--- src/rtl/rv_ctrl_pkg.sv ---
// rv_ctrl_pkg: shared opcodes, immediate formats, FSM states and select encodings
package rv_ctrl_pkg;
  localparam logic [6:0] OP_LUI    = 7'b0110111;
  localparam logic [6:0] OP_AUIPC  = 7'b0010111;
  localparam logic [6:0] OP_JAL    = 7'b1101111;
  localparam logic [6:0] OP_JALR   = 7'b1100111;
  localparam logic [6:0] OP_BRANCH = 7'b1100011;
  localparam logic [6:0] OP_LOAD   = 7'b0000011;
  localparam logic [6:0] OP_STORE  = 7'b0100011;
  localparam logic [6:0] OP_OPIMM  = 7'b0010011;
  localparam logic [6:0] OP_OP     = 7'b0110011;
  localparam logic [2:0] IMMI = 3'b000;
  localparam logic [2:0] IMMU = 3'b001;
  localparam logic [2:0] IMMS = 3'b010;
  localparam logic [2:0] IMMB = 3'b011;
  localparam logic [2:0] IMMJ = 3'b100;
  typedef enum logic [2:0] {FETCH, DECODE, EXEC, MEM, WB} state_t;
  typedef enum logic [1:0] {PC_PLUS4 = 2'b00, PC_IMM = 2'b01, PC_ALU = 2'b10} pc_sel_t;
  typedef enum logic [1:0] {WB_ALU = 2'b00, WB_MEM = 2'b01, WB_PC4 = 2'b10} wb_sel_t;
  typedef enum logic [3:0] {
    C_LUI, C_AUIPC, C_JAL, C_JALR, C_BRANCH, C_LOAD, C_STORE, C_OPIMM, C_OP, C_ILL
  } cls_t;
endpackage

--- src/rtl/multicycle_ctrl_opdecode.sv ---
// ctrl_opdecode: combinational opcode classifier producing class, immediate format and legality
module ctrl_opdecode
  import rv_ctrl_pkg::*;
(
  input  logic [6:0] opcode,
  output cls_t       cls,
  output logic [2:0] extop,
  output logic       legal
);
  // map the opcode to its class, then derive the immediate format from the class
  always_comb begin
    cls = C_ILL;
    case (opcode)
      OP_LUI:    cls = C_LUI;
      OP_AUIPC:  cls = C_AUIPC;
      OP_JAL:    cls = C_JAL;
      OP_JALR:   cls = C_JALR;
      OP_BRANCH: cls = C_BRANCH;
      OP_LOAD:   cls = C_LOAD;
      OP_STORE:  cls = C_STORE;
      OP_OPIMM:  cls = C_OPIMM;
      OP_OP:     cls = C_OP;
      default:   cls = C_ILL;
    endcase
    extop = (cls == C_LUI || cls == C_AUIPC) ? IMMU :
            cls == C_JAL    ? IMMJ :
            cls == C_BRANCH ? IMMB :
            cls == C_STORE  ? IMMS : IMMI;
    legal = cls != C_ILL;
  end
endmodule

--- src/rtl/multicycle_ctrl.sv ---
// multicycle_ctrl: FETCH/DECODE/EXEC/MEM/WB sequencer for the multicycle RV32I core
module multicycle_ctrl
  import rv_ctrl_pkg::*;
#(
  parameter state_t      RESET_STATE = FETCH,
  parameter int unsigned STALL_LIMIT = 0
) (
  input  logic        clk,
  input  logic        rst,
  input  logic [31:0] instr,
  input  logic        imem_ack,
  input  logic        dmem_ack,
  input  logic        br_taken,
  output logic        imem_req,
  output logic        dmem_req,
  output logic        dmem_we,
  output logic        ir_we,
  output logic        pc_we,
  output logic [1:0]  pc_sel,
  output logic [2:0]  extop,
  output logic        alusrc_a,
  output logic        alusrc_b,
  output logic        reg_we,
  output logic [1:0]  wb_sel,
  output logic        illegal,
  output logic        mem_timeout
);
  state_t      state_q, state_d;
  cls_t        cls_q, cls_d, dec_cls;
  logic [2:0]  extop_q, extop_d, dec_extop;
  logic        dec_legal;
  logic [31:0] stall_q, stall_d;
  logic        waiting;
  logic        unused_instr;

  assign unused_instr = ^instr[31:7];

  ctrl_opdecode u_dec (
    .opcode(instr[6:0]),
    .cls   (dec_cls),
    .extop (dec_extop),
    .legal (dec_legal)
  );

  // next state and control outputs; reset forces every strobe and request low
  always_comb begin
    state_d  = state_q;
    cls_d    = cls_q;
    extop_d  = extop_q;
    extop    = rst ? IMMI : extop_q;
    imem_req = 1'b0;
    dmem_req = 1'b0;
    dmem_we  = 1'b0;
    ir_we    = 1'b0;
    pc_we    = 1'b0;
    pc_sel   = PC_PLUS4;
    alusrc_a = 1'b0;
    alusrc_b = 1'b0;
    reg_we   = 1'b0;
    wb_sel   = WB_ALU;
    illegal  = 1'b0;
    if (!rst) begin
      case (state_q)
        FETCH: begin
          imem_req = 1'b1;
          ir_we    = imem_ack;
          state_d  = imem_ack ? DECODE : FETCH;
        end
        DECODE: begin
          cls_d   = dec_cls;
          extop_d = dec_extop;
          extop   = dec_extop;
          illegal = !dec_legal;
          pc_we   = !dec_legal;
          state_d = dec_legal ? EXEC : FETCH;
        end
        EXEC: begin
          alusrc_a = cls_q inside {C_AUIPC, C_JAL, C_BRANCH};
          alusrc_b = !(cls_q inside {C_OP, C_BRANCH});
          pc_we    = cls_q == C_BRANCH;
          pc_sel   = (cls_q == C_BRANCH && br_taken) ? PC_IMM : PC_PLUS4;
          state_d  = cls_q == C_BRANCH ? FETCH :
                     (cls_q == C_LOAD || cls_q == C_STORE) ? MEM : WB;
        end
        MEM: begin
          dmem_req = 1'b1;
          dmem_we  = cls_q == C_STORE;
          pc_we    = dmem_ack && cls_q == C_STORE;
          state_d  = !dmem_ack ? MEM : cls_q == C_STORE ? FETCH : WB;
        end
        WB: begin
          reg_we  = 1'b1;
          pc_we   = 1'b1;
          wb_sel  = cls_q == C_LOAD ? WB_MEM :
                    (cls_q == C_JAL || cls_q == C_JALR) ? WB_PC4 : WB_ALU;
          pc_sel  = cls_q == C_JAL ? PC_IMM : cls_q == C_JALR ? PC_ALU : PC_PLUS4;
          state_d = FETCH;
        end
        default: state_d = FETCH;
      endcase
    end
  end

  // stall counter saturates at the limit so the timeout fires only once per wait
  always_comb begin
    waiting     = (imem_req && !imem_ack) || (dmem_req && !dmem_ack);
    stall_d     = !waiting ? 32'd0 : stall_q == 32'(STALL_LIMIT) ? stall_q : stall_q + 32'd1;
    mem_timeout = STALL_LIMIT != 0 && waiting && stall_q == 32'(STALL_LIMIT - 1);
  end

  // state, latched class/format and stall counter registers
  always_ff @(posedge clk) begin
    if (rst) begin
      state_q <= RESET_STATE;
      cls_q   <= C_ILL;
      extop_q <= IMMI;
      stall_q <= 32'd0;
    end else begin
      state_q <= state_d;
      cls_q   <= cls_d;
      extop_q <= extop_d;
      stall_q <= stall_d;
    end
  end
endmodule

--- config.mk ---
export PLATFORM = sky130hd
export DESIGN_NAME = multicycle_ctrl
export DESIGN_NICKNAME = d
export VERILOG_FILES = /design/src/rtl/rv_ctrl_pkg.sv /design/src/rtl/multicycle_ctrl_opdecode.sv /design/src/rtl/multicycle_ctrl.sv
export SDC_FILE = /design/constraint.sdc
export NUM_CORES = 1
export LEC_CHECK = 0
export ABC_CLOCK_PERIOD_IN_PS = 1300
export BUFFER_PORTS_ARGS = -buffer_cell sky130_fd_sc_hd__buf_2
export CAP_MARGIN = 20
export CORE_MARGIN = 1
export CORE_UTILIZATION = 37
export DETAILED_ROUTE_END_ITERATION = 8
export PLACE_DENSITY = 0.79
export SLEW_MARGIN = 15
export SYNTH_ARGS = -nofsm -noshare
export SYNTH_HDL_FRONTEND = slang
export SYNTH_SLANG_ARGS = --single-unit
--- constraint.sdc ---
create_clock -name clk -period 1.3 [get_ports clk]
set_input_delay 0.195 -clock clk [delete_from_list [all_inputs] [get_ports clk]]
set_output_delay 0.195 -clock clk [all_outputs]
set_load 0.1 [all_outputs]
==> results <==
- The largest total area in the synthesized netlist belongs to sky130_fd_sc_hd__dfxtp_1.
- Adding up every negative setup slack in the final design gives -8380 ps.
- After detailed routing, the average wire length per cell comes to 24.6 um.
- Dividing total power by cell area gives a power density of 539 nW/um2.
- The path class of the tightest hold or removal check is in2reg.
- Port buffering added 27 buffers.
- At the pin with the least slew margin, the transition time is 563 ps.
- In this run the worst path has a maximum fanout of 4.
- For the worst-skew pair, the clock arrives at the later sink with an insertion delay of 270 ps.
- For this design, the CTS-stage hold fixing added 0 buffers.
- The analysis attributes to cell leakage a power of 0.788 nW.
- TritonCTS built the clock tree.
- Data on the critical path arrives at its endpoint at 1720 ps.
- From synthesis to final layout, the design area changed by 139%.
- Measured against its own limit, the worst slew margin works out to 0.621.
- The share of the clock period used by the worst path is 1.47.
- The final non-filler cell total is 212.
- During I/O placement, the number of pins put on the boundary was 54.
- For this run, the detailed router's first-pass iteration total came to 4.
- For this block, the via count after detailed routing is 1373.
- The floorplan step defined a die boundary enclosing 2400 um2.
- The critical path capture point type is an output port.
- The run finished, with violations left.
- Setup violations remaining at the end of the flow were counted as 24.
- The synthesis warning total is 0.
- The number of antenna violations at the first check in global routing is 0.
- The cell count after placement is 202.
- The clock arrives with 3.20 ps of skew.
- The reported max-cap violation count is 0.
- From bottom edge to top edge, the die measures 49.0 um.
- Counting every net in the synthesized netlist gives 149.
- The peak supply drop is 0.678 mV.
- After clock tree synthesis, the clock-pin slew on the worst setup and hold paths is 70 ps.
- The register bit count reported by yosys is 10.
- The share of synthesized area in the top cell type comes to 0.245.
- The setup slack after layout is -617 ps.
- After detailed routing, the number of remaining DRC violations is 0.
- The data required time at the worst endpoint is 1110 ps.
- CTS saw 10 sinks.
- The post-synthesis average cell area is 7.29 um2.
- STA classifies the critical path startpoint as a flop.
- Setup repair after global routing could not meet its margin everywhere.
- The via count of the first global-routing pass is 1297.
- By area the synthesized netlist is led by sky130_fd_sc_hd__dfxtp_1 25%, sky130_fd_sc_hd__nand2b_1 6.9%, sky130_fd_sc_hd__and2_1 5.4%.
- The worst setup timing slack at the placement stage is -360 ps.
- The count of pins over their slew limit came to 0.
- The post-detailed-placement half-perimeter wirelength is 2.58 mm.
- The maximum clock frequency is 0.522 GHz.
- The worst setup path is of the reg2out kind.
- Across every metal layer, demand over resource in global routing totals 0.350.
- The cell area that synthesis handed to floorplanning was 817 um2.
- The first global-routing pass estimated 6.24 mm of wire.
- The sequential cell area fraction in the yosys report is 0.245.
- The cell chosen for the clock root is sky130_fd_sc_hd__clkbuf_4.
- Synthesis produced 112 cells.
- After synthesis, the netlist uses 42 different library cells.
- The total global routing overflow is 0.
- After the first detailed-routing iteration, the DRC count stood at 77.
- The final antenna diode count is 0.
- In the final design database the tool counted 223 nets.
- The area of the placeable core is 2020 um2.
- The area after detailed placement is 1700 um2.
- The checks that failed: setup timing.
- In the final layout, the share of cells above drive strength 1 is 0.686.
- The total wire length is 5.21 mm.
- The cell area after layout is 1950 um2.
- The number of endpoints with negative hold slack in the final report is 0.
- The number of vias per cell after detailed routing is 6.48.
- For this configuration, the core starts out at a cell density of 0.404.
- The maximum buffer depth of the clock tree is 2.
- The count of nets left with antenna violations after detail routing is 0.
- The number of levels the H-tree was split into is 1.
- The final critical delay including setup and external delays is 1920 ps.
- The CTS buffer count is 3.
- The maximum number of pins on one net before global-route repair is 10.
- The placer congestion estimate is 0.864.
- After floorplanning, the core was divided into 16 placement rows.
- The die boundary width is 49.0 um.
-- worst max-delay path, cell delays in order, from the launching register on --
cell and delay, ps:
sky130_fd_sc_hd__dfxtp_4 390, sky130_fd_sc_hd__buf_6 110, sky130_fd_sc_hd__nand2b_4 60, sky130_fd_sc_hd__or3_4 370, sky130_fd_sc_hd__nor3_4 170, sky130_fd_sc_hd__and2_4 190
sky130_fd_sc_hd__buf_12 160
-- placed cells by master (no fill, tap or decap), drive strengths merged, types with 2 or more instances in the layout --
cell type	Yosys	layout
buf	2	76
nor2	10	10
dfxtp	10	10
nand2b	9	9
o21ai	9	9
and2	7	7
nand3	6	6
nor3	6	6
nand2	5	5
a211oi	5	5
nor4	4	4
clkbuf	5	4
a21oi	4	4
inv	3	3
nor2b	3	3
xnor2	2	2
a32o	2	2
-- synth_stat cells --
library cell / number
sky130_fd_sc_hd__xnor2_1: 2
sky130_fd_sc_hd__nor4_1: 4
sky130_fd_sc_hd__o41ai_1: 1
sky130_fd_sc_hd__o22ai_1: 1
sky130_fd_sc_hd__or2_2: 1
sky130_fd_sc_hd__and2b_1: 1
sky130_fd_sc_hd__nor2_1: 9
sky130_fd_sc_hd__nand4b_1: 1
sky130_fd_sc_hd__or3_1: 1
sky130_fd_sc_hd__and3_1: 1
sky130_fd_sc_hd__nand2_2: 1
sky130_fd_sc_hd__buf_4: 1
sky130_fd_sc_hd__a31oi_1: 1
sky130_fd_sc_hd__nand3b_1: 1
sky130_fd_sc_hd__a32o_1: 2
sky130_fd_sc_hd__a32oi_1: 1
sky130_fd_sc_hd__o21ai_1: 2
sky130_fd_sc_hd__dfxtp_1: 10
sky130_fd_sc_hd__xor2_1: 1
sky130_fd_sc_hd__a211o_1: 1
sky130_fd_sc_hd__clkbuf_1: 5
sky130_fd_sc_hd__nand4_1: 1
sky130_fd_sc_hd__nand2_1: 4
sky130_fd_sc_hd__o21ai_0: 7
sky130_fd_sc_hd__nand2b_1: 9
sky130_fd_sc_hd__buf_2: 1
sky130_fd_sc_hd__nor2b_1: 3
sky130_fd_sc_hd__o21bai_1: 1
sky130_fd_sc_hd__or4_4: 1
sky130_fd_sc_hd__nor3_1: 5
sky130_fd_sc_hd__nor3b_2: 1
sky130_fd_sc_hd__a211oi_1: 5
sky130_fd_sc_hd__a21oi_1: 4
sky130_fd_sc_hd__and2_1: 7
sky130_fd_sc_hd__nor3_2: 1
sky130_fd_sc_hd__nor4b_1: 1
sky130_fd_sc_hd__nor2_2: 1
sky130_fd_sc_hd__inv_1: 3
sky130_fd_sc_hd__nand3_1: 6
sky130_fd_sc_hd__o32ai_1: 1
sky130_fd_sc_hd__conb_1: 1
sky130_fd_sc_hd__a2111oi_2: 1
-- power breakdown --
group	total, mW	leakage (nW)	internal, mW	switching (mW)
Sequential	0.327	0.0840	0.311	0.0154
Clock	0.292	0.0210	0.170	0.122
Combinational	0.434	0.683	0.173	0.261
Total	1.05	0.788	0.654	0.398
-- logic make-up after synthesis --
logic type,Yosys count,synth area share
DFF,10,0.245
AOI/OAI and AO/OA,28,0.236
buffers and inverters,10,0.0521
other,1,0.00459
xor gates and xnor gates,3,0.0322
and+or+nand+nor,60,0.430
-- flip-flops by register name, summed over array words and instances (netlist names) --
| signal | cells |
|---|---|
| extop_q | 3 |
| cls_q | 4 |
| state_q | 3 |
-- stage by stage --
step	hold slack [ps]	utilization	power, mW
after global placement	465	0.840	0.678
after floorplan	346	-	0.535
after CTS	173	0.912	1.00
after global routing	225	0.965	1.08
final	229	0.965	1.05
after detailed placement	474	0.840	0.695
-- worst paths after layout --
| check | end | depth (start not counted) | slack (ps) | start |
|---|---|---|---|---|
| worst min-delay path | state_q[1] | 2 | 230 | rst |
| worst min register to register | extop_q[0] | 1 | 540 | extop_q[0] |
| worst max-delay path | pc_sel[1] | 6 | -620 | state_q[2] |
| worst max register to register | cls_q[2] | 6 | -160 | state_q[2] |
-- repair_timing --
| action | in CTS | in global routing |
|---|---|---|
| pin swaps | 16 | 13 |
| buffers inserted | 2 | 4 |
| resized for setup | 25 | 19 |
| endpoints found under the setup margin | 23 | 22 |
-- final cells by class --
class | count | area, um2
clock buffer | 4 | 36.3
fill | 41 | 70.1
inverter | 3 | 11.3
multi-input combinational | 92 | 860
sequential | 10 | 215
tap | 27 | 33.8
timing repair buffer | 76 | 796
-- layer usage --
metal | wire length (um) | share of wire | vias to the layer above | GRT usage
met5 | 0 | 0 | - | 0
met3 | 529 | 0.10 | 51 | 0.0717
li1 | - | - | 560 | -
met4 | 476 | 0.091 | 0 | 0.206
met1 | 1780 | 0.34 | 619 | 0.360
met2 | 2430 | 0.47 | 143 | 0.646
Note: power is estimated with default switching activity, not from simulation.
